## config.mk

```make
export PLATFORM = sky130hd
export DESIGN_NAME = wr_ptr_gen
export DESIGN_NICKNAME = d
export VERILOG_FILES = /design/src/rtl/wr_ptr_gen.sv
export SDC_FILE = /design/constraint.sdc
export NUM_CORES = 1
export LEC_CHECK = 0
export ABC_AREA = 1
export BUFFER_PORTS_ARGS = -buffer_cell sky130_fd_sc_hd__buf_4
export CELL_PAD_IN_SITES_DETAIL_PLACEMENT = 0
export CELL_PAD_IN_SITES_GLOBAL_PLACEMENT = 1
export CORE_MARGIN = 3
export CORE_UTILIZATION = 27
export CTS_CLUSTER_DIAMETER = 200
export DETAILED_ROUTE_END_ITERATION = 12
export PLACE_DENSITY = 0.65
export SYNTH_ARGS = -nofsm -noshare
export SYNTH_HDL_FRONTEND = slang
export SYNTH_SLANG_ARGS = --single-unit
```

## constraint.sdc

```tcl
create_clock -name wr_clk -period 2.55 [get_ports wr_clk]
set_input_delay 0.1275 -clock wr_clk [delete_from_list [all_inputs] [get_ports wr_clk]]
set_output_delay 0.1275 -clock wr_clk [all_outputs]
set_load 0.005 [all_outputs]
```

## src/rtl/wr_ptr_gen.sv

```systemverilog
// wr_ptr_gen -- write-side pointer and flag generator for an async FIFO.
//
// Keeps the binary and Gray write pointers in lock-step, derives occupancy
// against the read pointer that has already been synchronised into wr_clk,
// and produces registered full / almost_full / level flags.
//
// Parameters
//   ADDR_WIDTH   : FIFO address width, DEPTH = 2**ADDR_WIDTH (2..12)
//   AFULL_THRESH : almost_full when free slots <= AFULL_THRESH (1..DEPTH-1)
//
// Ports
//   wr_clk           in   write-domain clock (rising edge)
//   rst              in   synchronous active-high reset
//   write_en         in   write request
//   rd_ptr_gray_sync in   Gray read pointer, already in wr_clk domain
//   ovf_clear        in   clears sticky overflow
//   wr_accept        out  write_en & ~full (combinational)
//   wr_addr          out  RAM write address (pointer LSBs)
//   wr_ptr_bin       out  registered binary pointer, wrap bit at MSB
//   wr_ptr_gray      out  registered Gray pointer for the read domain
//   full             out  registered full flag
//   almost_full      out  registered almost-full flag
//   wr_level         out  registered occupancy 0..DEPTH
//   overflow         out  sticky: write attempted while full
//
// Build option
//   WR_PTR_OVERFLOW_EN : when defined, the sticky overflow flag is built;
//                        otherwise overflow is tied low and ovf_clear ignored.

module wr_ptr_gen #(
  parameter int ADDR_WIDTH   = 4,
  parameter int AFULL_THRESH = 2
) (
  input  logic                  wr_clk,
  input  logic                  rst,
  input  logic                  write_en,
  input  logic [ADDR_WIDTH:0]   rd_ptr_gray_sync,
  input  logic                  ovf_clear,
  output logic                  wr_accept,
  output logic [ADDR_WIDTH-1:0] wr_addr,
  output logic [ADDR_WIDTH:0]   wr_ptr_bin,
  output logic [ADDR_WIDTH:0]   wr_ptr_gray,
  output logic                  full,
  output logic                  almost_full,
  output logic [ADDR_WIDTH:0]   wr_level,
  output logic                  overflow
);

  localparam int PW    = ADDR_WIDTH + 1;
  localparam int DEPTH = 1 << ADDR_WIDTH;
  localparam logic [PW-1:0] AFULL_LVL = PW'(DEPTH - AFULL_THRESH);

  logic [PW-1:0] bin_next, gray_next, rd_bin, level_next, full_cmp;
  logic          full_next, afull_next;

  assign wr_accept = write_en & ~full;
  assign wr_addr   = wr_ptr_bin[ADDR_WIDTH-1:0];

  // Pointer increments modulo 2**PW; the MSB is the wrap bit.
  assign bin_next  = wr_ptr_bin + PW'(wr_accept);
  assign gray_next = bin_next ^ (bin_next >> 1);

  // Gray -> binary: each bit is the XOR of all Gray bits at or above it.
  assign rd_bin[PW-1] = rd_ptr_gray_sync[PW-1];
  genvar i;
  generate
    for (i = PW-2; i >= 0; i--) begin : g_g2b
      assign rd_bin[i] = rd_bin[i+1] ^ rd_ptr_gray_sync[i];
    end
  endgenerate

  assign level_next = bin_next - rd_bin;

  // In Gray code, "write is exactly one lap ahead" means the top two bits
  // are inverted and the rest match.
  assign full_cmp   = {~rd_ptr_gray_sync[ADDR_WIDTH:ADDR_WIDTH-1],
                       rd_ptr_gray_sync[ADDR_WIDTH-2:0]};
  assign full_next  = (gray_next == full_cmp);
  assign afull_next = (level_next >= AFULL_LVL);

  always_ff @(posedge wr_clk) begin
    if (rst) begin
      wr_ptr_bin  <= '0;
      wr_ptr_gray <= '0;
      wr_level    <= '0;
      full        <= 1'b0;
      almost_full <= 1'b0;
    end else begin
      wr_ptr_bin  <= bin_next;
      wr_ptr_gray <= gray_next;
      wr_level    <= level_next;
      full        <= full_next;
      almost_full <= afull_next;
    end
  end

`ifdef WR_PTR_OVERFLOW_EN
  // Set has priority over clear so an overflow in the clearing cycle is kept.
  always_ff @(posedge wr_clk) begin
    if (rst)                   overflow <= 1'b0;
    else if (write_en & full)  overflow <= 1'b1;
    else if (ovf_clear)        overflow <= 1'b0;
  end
`else
  logic unused_ovf_clear;
  assign unused_ovf_clear = ovf_clear;
  assign overflow         = 1'b0;
`endif

endmodule

```

==> results.py, run 1 <==
metrics = {
    "cells_and_area": {
        "fin_util": 0.364,
        "n_antenna_cell": 0,
        "nets": 185,
        "layout-drive-gt1-share": 0.275,
        "fill_cells": 385,
        "synthToLayoutAreaGrowth_pct": 25.5,
    },
    "floorplan": {
        "core_sq_um": 3470,
        "pin_count": 32,
        "die_h_um": 67.0,
        "dieArea_sq_um": 4490,
        "initial_core_util": 0.290,
        "fp-row-count": 21,
        "die_w_um": 67.0,
    },
    "timing": {
        "tns_ns": 0,
        "slew_violations": 0,
        "fmax_ghz": 0.458,
        "period_minus_slack_ns": 2.18,
        "fin_ws_ns": 0.367,
        "setup_viol": 0,
        "hold_viol": 0,
        "clock-skew-final_ns": 0.00214,
        "hold_ws_ns": 0.153,
        "rsz0062_at_grt": "no",
        "post-route-period-util": 0.856,
    },
    "worst_setup_path": {
        "start_kind": "register",
        "crit_type": "register to register",
        "cp.required_ns": 2.69,
        "end_kind": "register",
        "worstPathMaxFanout": 6,
        "arrival_ns": 2.32,
    },
    "global_routing": {
        "grt_usage": 0.106,
        "grt_use_met2": 0.175,
        "use_met3": 0.0202,
        "antenna_found_initial": 0,
        "grt_remaining_overflow": 0,
        "global_route.usage.met1": 0.127,
        "grt_max_degree": 14,
        "grt_pass1_wl_um": 3570,
        "grt_pass1_vias": 859,
        "grt_busiest_layer": "met2",
    },
    "cts": {
        "cts_sinks": 16,
        "clockRootBuffer": "clkbuf_8",
        "ctsResizeCount": 0,
        "clock_latency_ns": 0.25,
        "clock_path_buffers": 2,
        "cts_max_level": 1,
        "path_clk_slew_ns": 0.06,
        "post_cts.repair.setup_buffers": 0,
        "cts_made_buffers": 3,
        "cts_tree": "done",
        "cts_hold_buffers": 0,
    },
    "drt": {
        "antenna_left": 0,
        "vias": 931,
        "detail_route.vias_per_cell": 4.37,
        "drt_iter0_drc": 58,
        "wl_um": 2210,
        "wl_per_cell_um": 10.4,
        "drt_pass1_iterations": 4,
        "drc": 0,
    },
    "place": {
        "pre_cts_ws_ns": 0.286,
        "numPortBuffers": 29,
        "hpwl_um": 1850,
        "gp_congestion": 0.736,
    },
    "synth": {
        "avgSynthCellArea_sq_um": 7.03,
        "syn_nets": 159,
        "synth_seq_area_share": 0.318,
        "synth_top_area_cell": "dfxtp_1",
        "synth-edff-count": 0,
        "synth.distinct_cells": 25,
        "yosysTopAreaCellShare": 0.318,
        "async_flop_share": 0,
        "ys_warn_count": 0,
        "synth_seq_cells": 16,
        "synth_common_cells": "32 x nand2_1, 21 x nand3_1, 18 x inv_1",
        "ys.flop_type": "dfxtp_1",
        "yosysMostFrequentCell": "nand2_1",
        "synth_cells": 143,
        "synthTopCellsByArea": "dfxtp_1 32%, nand2_1 12%, nand3_1 10%, ha_1 7.5%, inv_1 6.7%",
        "syn_area_sq_um": 1010,
    },
    "run": {
        "drv_cap": 0,
    },
    "min_path": {
        "hold_path_class": "input port to register",
    },
    "pwr": {
        "power.density_nw_per_um2": 528,
        "ir_worst_vdd_uv": 137,
        "power.leakage_nw": 0.677,
    },
    "run_status": {
        "status": "finished clean",
    },
}
==> logic make-up after synthesis <==
group | share of synthesized area
AOI/OAI and AO/OA | 0.0510
other | 0.00373
DFF | 0.318
and+or+nand+nor | 0.372
xor gates and xnor gates | 0.0261
adders and majority gates | 0.0945
buffers and inverters | 0.134
==> flip-flops by register name, indices dropped and copies added, names as in the netlist <==
register     count
full             1
wr_ptr_bin       5
almost_full      1
wr_ptr_gray      4
wr_level         5
==> area by class of cell <==
type,instances,area [sq um],area share
multi-input cells,99,551,0.436
well taps,46,57.6,0.0456
inverters,20,75.1,0.0595
flip-flops and latches,16,320,0.254
repair buffers,29,218,0.172
clock buffers,3,41.3,0.0327
==> per-layer routing <==
metal	vias to the layer above	part of all wire
met4	0	0.014
met1	416	0.45
met5	-	0
met2	18	0.50
li1	494	-
met3	3	0.037
==> layout by cell type (no fill, tap or decap), types with 2 or more instances in the layout <==
cell	count
a21oi_1	6
buf_4	29
clkbuf_8	3
dfxtp_1	16
ha_1	6
inv_1	18
inv_2	2
nand2_1	32
nand2_2	7
nand2_4	2
nand3_1	21
nand4_1	2
nor2_1	11
xor2_1	2
==> through the flow <==
step	power, mW	instances	area, sq um
final	0.667	213	1260
after detailed placement	0.495	210	1220
after global placement	0.491	210	1220
after floorplan	0.419	143	1010
after CTS	0.683	213	1260
after global routing	0.719	213	1260
==> path summary, 6_finish.rpt <==
check	start	end	slack, ns	depth (start not counted)
max	full	almost_full	0.37	12
min	rst	wr_level[0]	0.15	2
max reg2reg	full	almost_full	0.37	12
min reg2reg	wr_ptr_bin[4]	wr_ptr_bin[4]	0.63	4
==> report_power, final <==
group          total (mW)  internal, mW  switching, mW
Sequential          0.288         0.276         0.0119
Clock               0.182         0.105         0.0772
Combinational       0.197        0.0951          0.102
Total               0.667         0.476          0.191
==> worst max-delay path, stage by stage, from the launching register on <==
cell and delay (ns):
dfxtp_1 0.31, nor2_1 0.18, ha_1 0.31, inv_1 0.10
nand2_2 0.11, nand2_4 0.08, fa_1 0.46, o21bai_1 0.18
a21oi_1 0.10, inv_1 0.06, nand2_1 0.04, nand3_1 0.08
nand2_1 0.05
Note: power is estimated with default switching activity, not from simulation.
==> inputs of run 2 (changes only) <==
--- a/config.mk
+++ b/config.mk
@@ -5,7 +5,6 @@
 export SDC_FILE = /design/constraint.sdc
 export NUM_CORES = 1
 export LEC_CHECK = 0
-export ABC_AREA = 1
 export BUFFER_PORTS_ARGS = -buffer_cell sky130_fd_sc_hd__buf_4
 export CELL_PAD_IN_SITES_DETAIL_PLACEMENT = 0
 export CELL_PAD_IN_SITES_GLOBAL_PLACEMENT = 1
@@ -13,7 +12,7 @@
 export CORE_UTILIZATION = 27
 export CTS_CLUSTER_DIAMETER = 200
 export DETAILED_ROUTE_END_ITERATION = 12
-export PLACE_DENSITY = 0.65
+export PLACE_DENSITY = 0.63
 export SYNTH_ARGS = -nofsm -noshare
 export SYNTH_HDL_FRONTEND = slang
 export SYNTH_SLANG_ARGS = --single-unit
==> results.py, run 2 <==
metrics = {
    "cells_and_area": {
        "n_antenna_cell": 0,
        "layout_common_cells": "33 x buf_4, 16 x dfxtp_1, 14 x nor2_1",
        "nets": 146,
        "synthToLayoutAreaGrowth_pct": 28.7,
        "fill_cells": 348,
        "final_common_cell": "buf_4",
        "reg.largest.list": "wr_level (5), wr_ptr_bin (5), wr_ptr_gray (4)",
        "layout-drive-gt1-share": 0.302,
        "instances_no_fill": 173,
    },
    "drt": {
        "vias": 718,
        "wl_um": 1830,
        "drt_pass1_iterations": 4,
        "drc": 0,
        "drt_iter0_drc": 8,
        "wl_per_cell_um": 10.6,
        "detail_route.vias_per_cell": 4.15,
        "antenna_left": 0,
    },
    "synth": {
        "avgSynthCellArea_sq_um": 9.11,
        "ys.flop_type": "dfxtp_1",
        "yosysTopAreaCellShare": 0.345,
        "async_flop_share": 0,
        "synth_top_area_cell": "dfxtp_1",
        "synth_common_cells": "16 x dfxtp_1, 14 x nor2_1, 11 x xnor2_1, 11 x xor2_1",
        "muxShareOfSynthArea": 0,
        "syn_nets": 118,
        "synth-edff-count": 0,
        "syn_area_sq_um": 930,
        "synth_xor_area_frac": 0.207,
        "synth_cells": 102,
        "synthTopCellsByArea": "dfxtp_1 34%, xnor2_1 10%, xor2_1 10%, ha_1 8.1%, buf_4 5.7%",
        "synth_seq_cells": 16,
        "synth_compound_gate_area_share": 0.0565,
        "synth.distinct_cells": 31,
        "ys_warn_count": 0,
        "synth_seq_area_share": 0.345,
        "yosysMostFrequentCell": "dfxtp_1",
        "yosys.area_share.simple": 0.179,
        "synth_top_family_by_area": "XOR/XNOR gates",
        "synthAdderAreaFrac": 0.102,
    },
    "cts": {
        "cts_hold_buffers": 0,
        "cts_tree": "done",
        "path_clk_slew_ns": 0.09,
        "post_cts.repair.setup_buffers": 0,
        "clockRootBuffer": "clkbuf_4",
        "cts_sinks": 16,
        "clock_path_buffers": 2,
        "clock_latency_ns": 0.29,
        "cts_made_buffers": 3,
        "cts_max_level": 1,
        "ctsResizeCount": 0,
    },
    "floorplan": {
        "pin_count": 32,
        "die_h_um": 64.7,
        "dieArea_sq_um": 4180,
        "core_sq_um": 3180,
        "initial_core_util": 0.293,
        "die_w_um": 64.7,
        "fp-row-count": 20,
    },
    "global_routing": {
        "antenna_found_initial": 0,
        "grt_pass1_wl_um": 3020,
        "grt_remaining_overflow": 0,
        "grt_usage": 0.0916,
        "grt_pass1_vias": 702,
        "grt_max_degree": 17,
    },
    "timing": {
        "tns_ns": 0,
        "post-route-period-util": 0.920,
        "hold_viol": 0,
        "setup_viol": 0,
        "slew_violations": 0,
        "clock-skew-final_ns": 0.00256,
        "period_minus_slack_ns": 2.35,
        "rsz0062_at_grt": "no",
        "fmax_ghz": 0.426,
    },
    "worst_setup_path": {
        "crit_type": "register to register",
        "r2r_cells": 9,
        "r2r_setup_slack_ns": 0.20,
        "r2r-end": "wr_level[3]",
        "rr_startpoint": "full",
        "start_kind": "register",
        "cp.required_ns": 2.74,
        "end_kind": "register",
        "arrival_ns": 2.54,
        "worstPathMaxFanout": 8,
    },
    "min_path": {
        "min_from": "rst",
        "hold_path_class": "input port to register",
        "hold_end": "wr_level[0]",
        "min_path_cells": 2,
    },
    "pwr": {
        "ir_worst_vdd_uv": 281,
        "power.density_nw_per_um2": 579,
        "power.leakage_nw": 0.590,
    },
    "place": {
        "numPortBuffers": 29,
        "hpwl_um": 1450,
        "gp_congestion": 0.707,
        "dp_cells": 169,
    },
    "run_status": {
        "status": "finished clean",
    },
    "run": {
        "drv_cap": 0,
    },
}
[run 2: changes by cell type after synthesis, moves of 3 or more]
cell     previous run  this run
nor2_1             11        14
xnor2_1             1        11
nand3_1            21         2
inv_1              18         7
nand2_2             7         0
xor2_1              2        11
nand2_1            32         1
[run 2: routing by layer]
layer  GRT usage  vias to the layer above  part of all wire
met1       0.116                      321              0.49
met3      0.0312                        0             0.058
met5           0                        -                 0
met4      0.0237                        0                 0
met2       0.148                       22              0.45
li1            -                      375                 -
[run 2: where the power goes]
part	total, mW	internal (mW)	switching [mW]	leakage, nW
combinational	0.233	0.126	0.106	0.437
sequential	0.295	0.281	0.0139	0.131
clock	0.165	0.0870	0.0783	0.0210
[run 2: worst max path at each step]
| stage | startpoint | endpoint |
|---|---|---|
| after floorplan | full | wr_level[3] |
| after global placement | rd_ptr_gray_sync[4] | almost_full |
| after detailed placement | rd_ptr_gray_sync[4] | almost_full |
| after CTS | full | wr_level[3] |
| after global routing | full | wr_level[3] |
| final | full | wr_level[3] |
[run 2: layout make-up]
cell class	instances	area, sq um	share of cell area
timing repair buffer	33	248	0.207
inverter	7	26.3	0.0220
clock buffer	4	36.3	0.0303
sequential	16	320	0.268
tap	44	55.1	0.0460
multi-input combinational	69	510	0.427
[run 2: logic make-up (layout without fill, tap and decap cells)]
kind of cell / Yosys count / after routing
other: 1 / 1
XOR/XNOR: 22 / 22
AO/OA/AOI/OAI: 9 / 9
AND/OR/NAND/NOR: 30 / 30
adder cells (fa/ha/maj): 7 / 7
flip-flops: 16 / 16
buffers and inverters: 17 / 44
[run 2: worst max-delay path: stages (launching register included)]
cell and delay, ns:
dfxtp_1 0.32, nor2b_1 0.20, ha_1 0.39, xnor2_1 0.19, inv_1 0.07, ha_1 0.28
nor2b_1 0.13, o21a_1 0.17, or3_1 0.32, and3b_1 0.19
[run 2: metrics by stage]
step                power [mW]  hold slack [ns]  utilization  worst slack (ns)  instance area [sq um]
global placement         0.536            0.429        0.365             0.107                   1160
CTS                      0.708            0.110        0.376             0.194                   1200
floorplan                0.450            0.197            -             0.187                    930
global route             0.752            0.108        0.376            0.0338                   1200
finish                   0.693            0.120        0.376             0.204                   1200
detailed placement       0.538            0.425        0.365            0.0855                   1160
